$ cat config.mk
export PLATFORM = sky130hd
export DESIGN_NAME = fifo_rd_packer
export DESIGN_NICKNAME = d
export VERILOG_FILES = /design/src/rtl/fifo_rd_packer.sv
export SDC_FILE = /design/constraint.sdc
export NUM_CORES = 1
export LEC_CHECK = 0
export BUFFER_PORTS_ARGS = -buffer_cell sky130_fd_sc_hd__buf_2
export CORE_MARGIN = 4
export CORE_UTILIZATION = 45
export DETAILED_ROUTE_END_ITERATION = 16
export PLACE_DENSITY = 0.71
export SYNTH_ARGS = -nofsm -noshare
export SYNTH_HDL_FRONTEND = slang
export SYNTH_SLANG_ARGS = --single-unit
$ cat constraint.sdc
create_clock -name rd_clk -period 2.9 [get_ports rd_clk]
set_clock_uncertainty 0.2 [all_clocks]
set_input_delay 0.145 -clock rd_clk [delete_from_list [all_inputs] [get_ports rd_clk]]
set_output_delay 0.145 -clock rd_clk [all_outputs]
set_load 0.1 [all_outputs]
$ cat src/rtl/fifo_rd_packer.sv
`default_nettype none
// ============================================================================
//  Module   : fifo_rd_packer
//  Purpose  : Read-side drain stage for async_fifo. Pops lane-sized entries,
//             packs BYTES_PER_WORD of them into one word (first pop in lane 0)
//             and presents it on a valid/ready interface. Partial words are
//             emitted with a keep mask on flush request or idle timeout.
//  Revision : 1.0 - initial release
// ============================================================================
module fifo_rd_packer #(
  parameter int DATA_WIDTH     = 8,
  parameter int BYTES_PER_WORD = 4,
  parameter int TIMEOUT        = 16,
  parameter int TO_WIDTH       = 8
) (
  input  logic                                 rd_clk,
  input  logic                                 rd_rst_n,
  output logic                                 fifo_rd_en,
  input  logic [DATA_WIDTH-1:0]                fifo_rd_data,
  input  logic                                 fifo_empty,
  input  logic                                 flush_req,
  output logic [DATA_WIDTH*BYTES_PER_WORD-1:0] out_data,
  output logic [BYTES_PER_WORD-1:0]            out_keep,
  output logic                                 out_valid,
  input  logic                                 out_ready,
  output logic [15:0]                          words_out
);

  localparam int CW = $clog2(BYTES_PER_WORD + 1);
  localparam int WW = DATA_WIDTH * BYTES_PER_WORD;

  localparam logic [0:0] S_FILL = 1'b0;
  localparam logic [0:0] S_HOLD = 1'b1;

  localparam logic [CW-1:0]       LAST_LANE = CW'(BYTES_PER_WORD - 1);
  localparam logic [CW:0]         WORD_LANES = (CW+1)'(BYTES_PER_WORD);
  localparam logic [TO_WIDTH-1:0] TO_LAST   = TO_WIDTH'((TIMEOUT > 0) ? TIMEOUT - 1 : 0);
  localparam logic                TO_EN     = (TIMEOUT > 0);

  logic [0:0]          state_q, state_d;
  logic [CW-1:0]       byte_cnt_q, byte_cnt_d;
  logic                inflight_q;
  logic                flush_pend_q, flush_pend_d;
  logic [TO_WIDTH-1:0] to_cnt_q, to_cnt_d;
  logic [WW-1:0]       data_q, data_d;
  logic [BYTES_PER_WORD-1:0] keep_q, keep_d;
  logic [15:0]         words_q, words_d;

  logic          in_fill;
  logic          cnt_nz;
  logic [CW:0]   fill_level;
  logic          room;
  logic          idle;
  logic          to_hit;
  logic          flush_go;

  assign in_fill    = (state_q == S_FILL);
  assign cnt_nz     = (byte_cnt_q != '0);
  // Lanes already captured plus the one possibly still on its way from the FIFO.
  assign fill_level = {1'b0, byte_cnt_q} + {{CW{1'b0}}, inflight_q};
  assign room       = (fill_level < WORD_LANES);

  // Partial word sitting with nothing arriving: the condition the timeout measures.
  assign idle     = in_fill && cnt_nz && fifo_empty && !inflight_q;
  assign to_hit   = TO_EN && idle && (to_cnt_q == TO_LAST);
  // A flush can only close the word once no entry is in flight.
  assign flush_go = in_fill && cnt_nz && !inflight_q && (flush_req || flush_pend_q || to_hit);

  // Pop while there is space for one more lane. The pop is also held off on the
  // edge that closes a partial word, otherwise that entry would land in HOLD and
  // be lost. Reset forces the request low so nothing is popped during reset.
  assign fifo_rd_en = rd_rst_n && in_fill && !fifo_empty && room && !flush_go;

  assign out_valid = (state_q == S_HOLD);
  assign out_data  = data_q;
  assign out_keep  = keep_q;
  assign words_out = words_q;

  // Next-state: lane capture, word close (full or flushed), timeout and handshake.
  always_comb begin
    state_d      = state_q;
    byte_cnt_d   = byte_cnt_q;
    flush_pend_d = flush_pend_q;
    to_cnt_d     = to_cnt_q;
    data_d       = data_q;
    keep_d       = keep_q;
    words_d      = words_q;

    case (state_q)
      S_FILL: begin
        if (idle && !flush_go && TO_EN) begin
          to_cnt_d = to_cnt_q + 1'b1;
        end else begin
          to_cnt_d = '0;
        end

        if (inflight_q) begin
          for (int l = 0; l < BYTES_PER_WORD; l++) begin
            if (byte_cnt_q == CW'(l)) begin
              data_d[l*DATA_WIDTH +: DATA_WIDTH] = fifo_rd_data;
            end
          end
          byte_cnt_d = byte_cnt_q + 1'b1;
          if (byte_cnt_q == LAST_LANE) begin
            // Word completed by this capture; any pending flush is satisfied by it.
            state_d      = S_HOLD;
            keep_d       = '1;
            flush_pend_d = 1'b0;
          end else if (flush_req) begin
            // Defer the flush one edge so the entry being captured is included.
            flush_pend_d = 1'b1;
          end
        end else if (flush_go) begin
          state_d      = S_HOLD;
          flush_pend_d = 1'b0;
          for (int l = 0; l < BYTES_PER_WORD; l++) begin
            keep_d[l] = (CW'(l) < byte_cnt_q);
          end
        end
      end

      S_HOLD: begin
        to_cnt_d     = '0;
        flush_pend_d = 1'b0;
        if (out_ready) begin
          state_d    = S_FILL;
          byte_cnt_d = '0;
          keep_d     = '0;
          // Clear the buffer so unused lanes of the next partial word read as 0.
          data_d     = '0;
          words_d    = words_q + 16'd1;
        end
      end

      default: begin
        state_d = S_FILL;
      end
    endcase
  end

  // State registers with asynchronous active-low reset.
  always_ff @(posedge rd_clk or negedge rd_rst_n) begin
    if (!rd_rst_n) begin
      state_q      <= S_FILL;
      byte_cnt_q   <= '0;
      inflight_q   <= 1'b0;
      flush_pend_q <= 1'b0;
      to_cnt_q     <= '0;
      data_q       <= '0;
      keep_q       <= '0;
      words_q      <= '0;
    end else begin
      state_q      <= state_d;
      byte_cnt_q   <= byte_cnt_d;
      inflight_q   <= fifo_rd_en;
      flush_pend_q <= flush_pend_d;
      to_cnt_q     <= to_cnt_d;
      data_q       <= data_d;
      keep_q       <= keep_d;
      words_q      <= words_d;
    end
  end

endmodule
`default_nettype wire

==> qor.txt <==
Static leakage: 1.86 nW
Final WL: 6.72 mm
DRT iter0 DRCs: 107
Tcrit/Tclk final: 0.955
First-pass GRT wire length: 10.9 mm
Worst vdd ir: 0.879 mV
Leading area contributor after synthesis: dfrtp_1
WL per Instance: 14.5 um
GP Congestion: 0.820
RSZ-0062 raised after global routing: no
Setup bufs post-CTS: 0
Clk_lat worst skew: 0.34 ns
CTS tree: done
Max-slew violations: 0
Netlist cell types: 36
# diodes: 0
Post-synth EDFFs: 0
Syn_nets: 319
Measured slew at the worst slew-check pin: 0.829 ns
Synth Cell Area: 2930 um2
Status: finished clean
Clk root buf: clkbuf_8
Vias/cell: 5.10
Setup_tns: 0 ns
Crit Path Max Fanout: 8
Post-synth top area share: 0.563
CP Launch Type: flop
Row count: 29
Crit Path Class: flop to output port
CTS Buf Count: 9
Count leader, synth: nand2_1
Synth warnings: 0
Syn avg cell area: 9.74 um2
Seq cells post-synth: 66
Filler cells: 552
Post-synthesis sequential area ratio: 0.563
Layout Area Growth over Synthesis: 25.9%
Top Ports: 67
Worst hold-check path type: flop to flop
Final core occ: 0.582
CP required: 2.56 ns
Fin nets: 399
Clock Pin Slew Worst Setup and Hold Paths: 0.08 ns
MaxCap Viol Count: 0
Crit path DAT: 2.42 ns
Share of cells above drive strength 1: 0.259
Via Count: 2363
GRT Total Usage: 0.184
Maximum operating frequency: 361 MHz
Synth top area cells: dfrtp_1 (56%), nand2_1 (11%), o21ai_0 (4.3%), xor2_1 (3.6%), xnor2_1 (3.3%)
Final HPWL DP: 4.52 mm
Core box area: 6350 um2
CP endpoint kind: output port
1st-pass router iterations: 4
GRT overflow: 0
Top FF cell, synth: dfrtp_1
Drc violations: 0
Die Area: 7870 um2
H-Tree Depth: 3
Largest net degree at the start of global routing: 67
Antenna violations before repair: 0
Post-route antenna net violation count: 0
Final setup violation count: 0
CTS sink count: 66
Fin crit period: 2.77 ns
Initial Util: 0.462
Port bufs: 66
Max_slew headroom: 0.447
Syn Inst Count: 301
Vias in the first global route: 2252
PwrDens: 1110 nW/um2
Die width: 88.7 um
Async SR Flop Fraction: 1.00
Final Hold Fails: 0
Chip height: 88.7 um
Clk buf depth: 2
Most instantiated cells after synthesis: nand2_1 (83), dfrtp_1 (66), o21ai_0 (25)
==> cells by family (layout without fill, tap and decap cells) <==
kind of cell    after synthesis  in the layout  share of synthesized area
compound gates               37             37                     0.0712
xor+xnor                     23             23                     0.0687
fa+ha+maj                     5              5                     0.0213
buf+inv                      17            102                     0.0290
flops                        66             66                      0.563
mux                           3              3                     0.0107
simple gates                150            150                      0.236
==> final timing paths <==
check | slack (ns) | start | endpoint | cells past startpoint
min in group asynchronous | 0.37 | rd_rst_n | inflight_q | 3
max in group asynchronous | 1.53 | rd_rst_n | out_valid | 3
worst max register to register | 0.28 | byte_cnt_q[0] | inflight_q | 7
worst min register to register | 0.27 | words_out[15] | words_out[15] | 1
worst min-delay path | 0.27 | words_out[15] | words_out[15] | 1
worst max-delay path | 0.13 | byte_cnt_q[0] | fifo_rd_en | 7
==> worst max-delay path: stages (launching register included) <==
cell and delay [ns]:
dfrtp_1 0.47, inv_2 0.13, ha_4 0.14, nor2b_4 0.18
nor3_2 0.06, a221o_4 0.45, nor4bb_4 0.31, buf_4 0.34
==> routing by layer <==
metal	share of wire	global-route usage
met1	0.48	0.255
met5	0	0
met2	0.45	0.276
met4	0.012	0.0701
met3	0.058	0.0512
==> power breakdown <==
group          internal (mW)  switching [mW]
logic                  0.368            1.63
registers               1.11           0.211
clock network          0.404           0.382
total                   1.88            2.22
==> state kept, by name, summed over array words and instances, names as in the netlist <==
name and flops:
inflight_q 1, words_out 16, flush_pend_q 1, out_valid 1
to_cnt_q 8, out_data 32, byte_cnt_q 3, out_keep 4
==> through the flow <==
stage                     hold slack [ns]  cell area (um2)  power, mW  worst slack [ns]  cells
after CTS                           0.276             3690       4.13           0.00767    463
after floorplan                    -0.351             2990       3.00           -0.0142    301
after global routing                0.282             3690       4.31           0.00540    463
after detailed placement            0.183             3360       3.32             0.392    434
final                               0.266             3690       4.11             0.132    463
after global placement              0.177             3360       3.30             0.446    434
==> area by class of cell <==
type,instances,area (um2),area share
Inverter,3,13.8,0.00373
Clock buffer,9,124,0.0335
Tap cell,77,96.3,0.0261
Sequential cell,66,1660,0.448
Timing Repair Buffer,83,493,0.133
Multi-Input combinational cell,218,1230,0.334
Clock inverter,7,77.6,0.0210
==> placed cells by master, fill, tap and decap left out, drive strengths merged, types with 2 or more instances in the layout <==
cell         count
inv              5
nor2            20
nor3b            2
mux2i            2
dfrtp           66
buf             70
nor4             3
xor2            12
a21oi            4
nand4            3
or2              2
clkinv           3
clkbuf           9
ha               5
xnor2           11
dlygate4sd3     13
nor3             6
o22ai            3
nand3           17
o21ai           27
nand2           83
and3             6
or4              2
==> what timing repair did <==
item	4_1_cts	5_1_grt
resized for setup	0	2
endpoints found under the hold margin	105	0
hold buffers	13	0
endpoints found under the setup margin	0	1
Power figures use the tool's default switching activity.
